### src/rtl/pipe_stage_elastic.sv
// Elastic pipeline-stage register with a two-entry skid buffer, registered in_ready and synchronous flush.
// Optional saturating performance counters are enabled by defining PIPE_STAGE_PERF_CNT_EN.
module pipe_stage_elastic #(
  parameter int                DATA_W     = 16,
  parameter int                CTRL_W     = 8,
  parameter logic [CTRL_W-1:0] CTRL_NOP   = {CTRL_W{1'b0}},
  parameter bit                CLEAR_DATA = 1'b0
`ifdef PIPE_STAGE_PERF_CNT_EN
  ,parameter int               CNT_W      = 16
`endif
) (
  input  logic              clk,
  input  logic              reset_n,
  input  logic              flush,
  input  logic              in_valid,
  output logic              in_ready,
  input  logic [DATA_W-1:0] in_data,
  input  logic [CTRL_W-1:0] in_ctrl,
  output logic              out_valid,
  input  logic              out_ready,
  output logic [DATA_W-1:0] out_data,
  output logic [CTRL_W-1:0] out_ctrl,
  output logic [1:0]        occupancy
`ifdef PIPE_STAGE_PERF_CNT_EN
  ,output logic [CNT_W-1:0] stall_cycles
  ,output logic [CNT_W-1:0] bubble_cycles
  ,output logic [CNT_W-1:0] flush_count
`endif
);

  // State encoding doubles as the occupancy count.
  typedef enum logic [1:0] {
    ST_EMPTY = 2'd0,
    ST_ONE   = 2'd1,
    ST_FULL  = 2'd2
  } state_e;

  state_e            state_q, state_d;
  logic [DATA_W-1:0] main_data_q, main_data_d, skid_data_q, skid_data_d;
  logic [CTRL_W-1:0] main_ctrl_q, main_ctrl_d, skid_ctrl_q, skid_ctrl_d;
  logic              in_ready_q, in_ready_d;
  logic              out_valid_q, out_valid_d;
  logic              in_fire, out_fire;

  assign in_fire  = in_valid & in_ready_q;
  assign out_fire = out_valid_q & out_ready;

  // Next-state and storage update; flush overrides every handshake transition.
  always_comb begin
    state_d     = state_q;
    main_data_d = main_data_q;
    main_ctrl_d = main_ctrl_q;
    skid_data_d = skid_data_q;
    skid_ctrl_d = skid_ctrl_q;
    if (flush) begin
      state_d     = ST_EMPTY;
      main_ctrl_d = CTRL_NOP;
      skid_ctrl_d = CTRL_NOP;
      if (CLEAR_DATA) begin
        main_data_d = '0;
        skid_data_d = '0;
      end else begin
        main_data_d = main_data_q;
        skid_data_d = skid_data_q;
      end
    end else begin
      case (state_q)
        ST_EMPTY: begin
          if (in_fire) begin
            main_data_d = in_data;
            main_ctrl_d = in_ctrl;
            state_d     = ST_ONE;
          end else begin
            state_d = ST_EMPTY;
          end
        end
        ST_ONE: begin
          if (in_fire && out_fire) begin
            main_data_d = in_data;
            main_ctrl_d = in_ctrl;
          end else if (in_fire) begin
            skid_data_d = in_data;
            skid_ctrl_d = in_ctrl;
            state_d     = ST_FULL;
          end else if (out_fire) begin
            main_ctrl_d = CTRL_NOP;
            state_d     = ST_EMPTY;
          end else begin
            state_d = ST_ONE;
          end
        end
        ST_FULL: begin
          if (out_fire) begin
            main_data_d = skid_data_q;
            main_ctrl_d = skid_ctrl_q;
            state_d     = ST_ONE;
          end else begin
            state_d = ST_FULL;
          end
        end
        default: begin
          state_d     = ST_EMPTY;
          main_ctrl_d = CTRL_NOP;
          skid_ctrl_d = CTRL_NOP;
        end
      endcase
    end
    in_ready_d  = (state_d != ST_FULL);
    out_valid_d = (state_d != ST_EMPTY);
  end

  // Stage storage and handshake flops.
  always_ff @(posedge clk or negedge reset_n) begin
    if (!reset_n) begin
      state_q     <= ST_EMPTY;
      main_data_q <= '0;
      main_ctrl_q <= CTRL_NOP;
      skid_data_q <= '0;
      skid_ctrl_q <= CTRL_NOP;
      in_ready_q  <= 1'b1;
      out_valid_q <= 1'b0;
    end else begin
      state_q     <= state_d;
      main_data_q <= main_data_d;
      main_ctrl_q <= main_ctrl_d;
      skid_data_q <= skid_data_d;
      skid_ctrl_q <= skid_ctrl_d;
      in_ready_q  <= in_ready_d;
      out_valid_q <= out_valid_d;
    end
  end

  assign in_ready  = in_ready_q;
  assign out_valid = out_valid_q;
  assign out_data  = main_data_q;
  assign out_ctrl  = main_ctrl_q;
  assign occupancy = state_q;

`ifdef PIPE_STAGE_PERF_CNT_EN
  logic [CNT_W-1:0] stall_q, stall_d, bubble_q, bubble_d, flush_cnt_q, flush_cnt_d;

  // Saturating event counters.
  always_comb begin
    stall_d     = stall_q;
    bubble_d    = bubble_q;
    flush_cnt_d = flush_cnt_q;
    if (out_valid_q && !out_ready && (stall_q != {CNT_W{1'b1}})) begin
      stall_d = stall_q + CNT_W'(1);
    end else begin
      stall_d = stall_q;
    end
    if (!out_valid_q && (bubble_q != {CNT_W{1'b1}})) begin
      bubble_d = bubble_q + CNT_W'(1);
    end else begin
      bubble_d = bubble_q;
    end
    if (flush && (state_q != ST_EMPTY) && (flush_cnt_q != {CNT_W{1'b1}})) begin
      flush_cnt_d = flush_cnt_q + CNT_W'(1);
    end else begin
      flush_cnt_d = flush_cnt_q;
    end
  end

  // Counter registers, cleared only by reset.
  always_ff @(posedge clk or negedge reset_n) begin
    if (!reset_n) begin
      stall_q     <= '0;
      bubble_q    <= '0;
      flush_cnt_q <= '0;
    end else begin
      stall_q     <= stall_d;
      bubble_q    <= bubble_d;
      flush_cnt_q <= flush_cnt_d;
    end
  end

  assign stall_cycles  = stall_q;
  assign bubble_cycles = bubble_q;
  assign flush_count   = flush_cnt_q;
`endif

endmodule

### config.mk
export PLATFORM = sky130hd
export DESIGN_NAME = pipe_stage_elastic
export DESIGN_NICKNAME = d
export VERILOG_FILES = /design/src/rtl/pipe_stage_elastic.sv
export SDC_FILE = /design/constraint.sdc
export NUM_CORES = 1
export LEC_CHECK = 0
export BUFFER_PORTS_ARGS = -buffer_cell sky130_fd_sc_hd__buf_2
export CORE_MARGIN = 3
export CORE_UTILIZATION = 54
export DETAILED_ROUTE_END_ITERATION = 6
export PLACE_DENSITY = 0.79
export RECOVER_POWER = 100
export SLEW_MARGIN = 20
export SYNTH_ARGS = -nofsm -noshare
export SYNTH_HDL_FRONTEND = slang
export SYNTH_SLANG_ARGS = --single-unit
### constraint.sdc
create_clock -name clk -period 2 [get_ports clk]
set_input_delay 0.3 -clock clk [delete_from_list [all_inputs] [get_ports clk]]
set_output_delay 0.3 -clock clk [all_outputs]
set_load 0.03 [all_outputs]
==> metrics.txt <==
status=completed; Post-synth EDFFs=0; drt total wl=~5100 um; core box area=around 4500 um^2; Fin Hold WS=roughly 0.24 ns; Mapped Area=around 2600 um^2; I/O pins=between 50 and 60; VDD IR-drop max=approximately 0.62 mV; pin count of the biggest net entering global routing=53; register area share after synthesis=between 40% and 50%; P_leak=between 1 and 1.5 nW; post-synth net total=approximately 240; Yosys warning count=0; Period minus WS final=1.807 ns; internal power=0.001951 W; first-pass GRT wire length=8431 um; Comb pwr share=approximately 30%; Slew @ Worst Pin=approximately 1.2 ns; Crit Reg-Reg Endpoint=out_data[7]; critical path endpoint category=flop; multi-input logic area=approximately 1200 um^2; worst r2r path cells=5; Synth Register Bits=52; sequential group share of total power=roughly 50%; clock sink total=52; vias in the first global route=about 1,700; Fillers=about 380; most common cell after layout, fill and taps aside=dfrtp_1; reg-to-reg setup timing slack=0.19 ns; Worst Min Path Start=in_data[14]; routed length per placed instance=15.49 um; ys flop type=dfrtp_1; CTS clk-pin slew, worst paths=around 0.09 ns; Psw=roughly 0.00098 W; first-iteration detailed-routing DRC count=~140; Longest Clk Path Bufs=2; die height=between 70 and 80 um; initial antenna violation count=0; nets@finish=a little under 300; max-slew violations=0; Clock power frac=a little over a fifth; post-DP HPWL=between 3000 and 4000 um; Net Sw Frac=roughly a third; Sequential cell area=1303 um^2; Initial Util=~58%; most frequent cells in the layout=dfrtp_1, mux2_2, clkbuf_1, buf_2, a21oi_1; CP Max Fanout=16; setup repair after global routing missed its margin=false; CP Launch Type=flop; Worst Hold End=skid_data_q[14]; P per Cell Area=975.6 nW/um^2; vias per cell=around 5.5; Worst Path Arrival=roughly 2 ns; CTS buffer count=5; syn_area_per_cell=between 10 and 15 um^2; Hold Crit Class=in -> reg; gr ovfl total=0; GRT Resource Usage Total=a little under a fifth; clock root buffer=clkbuf_8; placer congestion estimate=about 0.81; hold path depth=2; share of layout cells above drive strength 1=33.83%; Synth-to-Final Area Change=14.48%; Setup Crit Path Kind=reg -> reg; Die X=around 76 um; Ant. Diodes=0; post-cts sizing count=0; total number of vias=approximately 1,800; IO Port Bufs=between 50 and 60; DR pass1 iterations=4; FMAX=around 0.55 GHz; CP required=2.18 ns; Rel. slew slack=around 18%; Unique masters post-synth=34; Max Cap Viol=0; H-tree Lvls=2; RR Startpoint=in_ready; Setup Viol. Count Final=0; Rows=24; Setup TNS=0 ns; Hold Vio Cnt, Final=0; Post-synth ARST share=100.0%; final setup skew=between 0.007 and 0.008 ns; die area=5737 um^2; DR DRC count=0; Final ANT Viol Nets=0; final worst-path cycle share=about nine tenths; Skew-Pair Late Insertion Delay=around 0.3 ns; synthesized instance count=a little over 200; CTS tree=yes
## cells by family (layout without fill, tap and decap cells)
group,count (synthesis),after routing,share of synthesized area [%]
mux,56,56,25.06
flops,52,52,49.60
compound gates,50,50,13.67
simple gates,30,30,7.432
buf+inv,17,77,3.906
xor+xnor,1,1,0.3336
## area by class of cell
class,instances,area share (%)
tap,65,2.705
clock buffer,7,2.871
inverter,1,0.1248
sequential,52,43.32
timing repair buffer,68,11.49
multi-input combinational,137,39.24
clock inverter,1,0.2497
## through the flow
| stage | instances | area [um^2] | power [W] | util, % | setup WS, ns |
|---|---|---|---|---|---|
| after detailed placement | 322 | 2997 | 0.002435 | 66.09 | 0.1783 |
| final | 331 | 3007 | 0.002933 | 66.31 | 0.1929 |
| after global placement | 322 | 2997 | 0.002397 | 66.09 | 0.1956 |
| after floorplan | 206 | 2626 | 0.002146 | - | 0.04702 |
| after CTS | 331 | 3100 | 0.003052 | 68.38 | 0.2090 |
| after global routing | 331 | 3007 | 0.003097 | 66.31 | 0.07279 |
## how the worst max path moves through the flow
| stage | start | end | slack [ns] | cells past startpoint |
|---|---|---|---|---|
| 2_1_floorplan | occupancy[0] | out_data[0] | 0.05 | 5 |
| 3_3_place_gp | out_ready | skid_data_q[14] | 0.20 | 5 |
| 3_5_place_dp | out_ready | skid_data_q[1] | 0.18 | 5 |
| 4_1_cts | out_valid | skid_data_q[1] | 0.21 | 4 |
| 5_1_grt | in_ready | out_data[7] | 0.07 | 5 |
| 6_report | in_ready | out_data[7] | 0.19 | 5 |
## state kept, by name, indices dropped and copies added, names as in the netlist
signal and cells:
skid_ctrl_q 8, out_ctrl 8, out_data 16, occupancy 2, in_ready 1, out_valid 1, skid_data_q 16
## critical path, cell delays in order, from the launching register on
cell     delay, ns
dfstp_1       0.54
nand2_1       0.07
a211o_1       0.28
a21oi_1       0.26
buf_12        0.20
mux2_2        0.34
## Yosys cell counts (all sizes together) (2+ instances only)
| cell | instances | area [um^2] |
|---|---|---|
| a21o | 8 | 60.06 |
| a21oi | 12 | 71.32 |
| a22o | 8 | 70.07 |
| a22oi | 2 | 15.01 |
| and2 | 2 | 12.51 |
| buf | 8 | 68.81 |
| clkbuf | 8 | 30.03 |
| dfrtp | 51 | 1276 |
| mux2 | 48 | 578.1 |
| mux2i | 8 | 80.08 |
| nand2 | 2 | 7.510 |
| nand2b | 9 | 63.81 |
| nand4 | 9 | 62.56 |
| nor2 | 5 | 18.77 |
| o21ai | 8 | 40.04 |
| o2bb2ai | 8 | 70.07 |
## power groups by stage
stage | Combinational (W) | Sequential, W | Clock (W)
6_report | 0.000873 | 0.00145 | 0.000610
3_5_place_dp | 0.000965 | 0.00147 | 0
4_1_cts | 0.000972 | 0.00145 | 0.000629
2_1_floorplan | 0.000466 | 0.00168 | 0
3_3_place_gp | 0.000940 | 0.00146 | 0
5_1_grt | 0.000944 | 0.00148 | 0.000668
## timing repair
action	CTS	global route
hold buffers	1	0
hold endpoints to repair	44	0
buffers inserted	0	0
## metal layers
| layer | track usage (%) | up-vias | wire (um) | part of all wire (%) |
|---|---|---|---|---|
| met5 | 0 | - | 0 | 0 |
| met4 | 5.243 | 0 | 37 | 0.72 |
| met2 | 31.65 | 48 | 2515 | 49 |
| met3 | 3.694 | 4 | 222 | 4.3 |
| li1 | - | 878 | - | - |
| met1 | 25.67 | 899 | 2351 | 46 |
(Power assumes the default switching activity.)
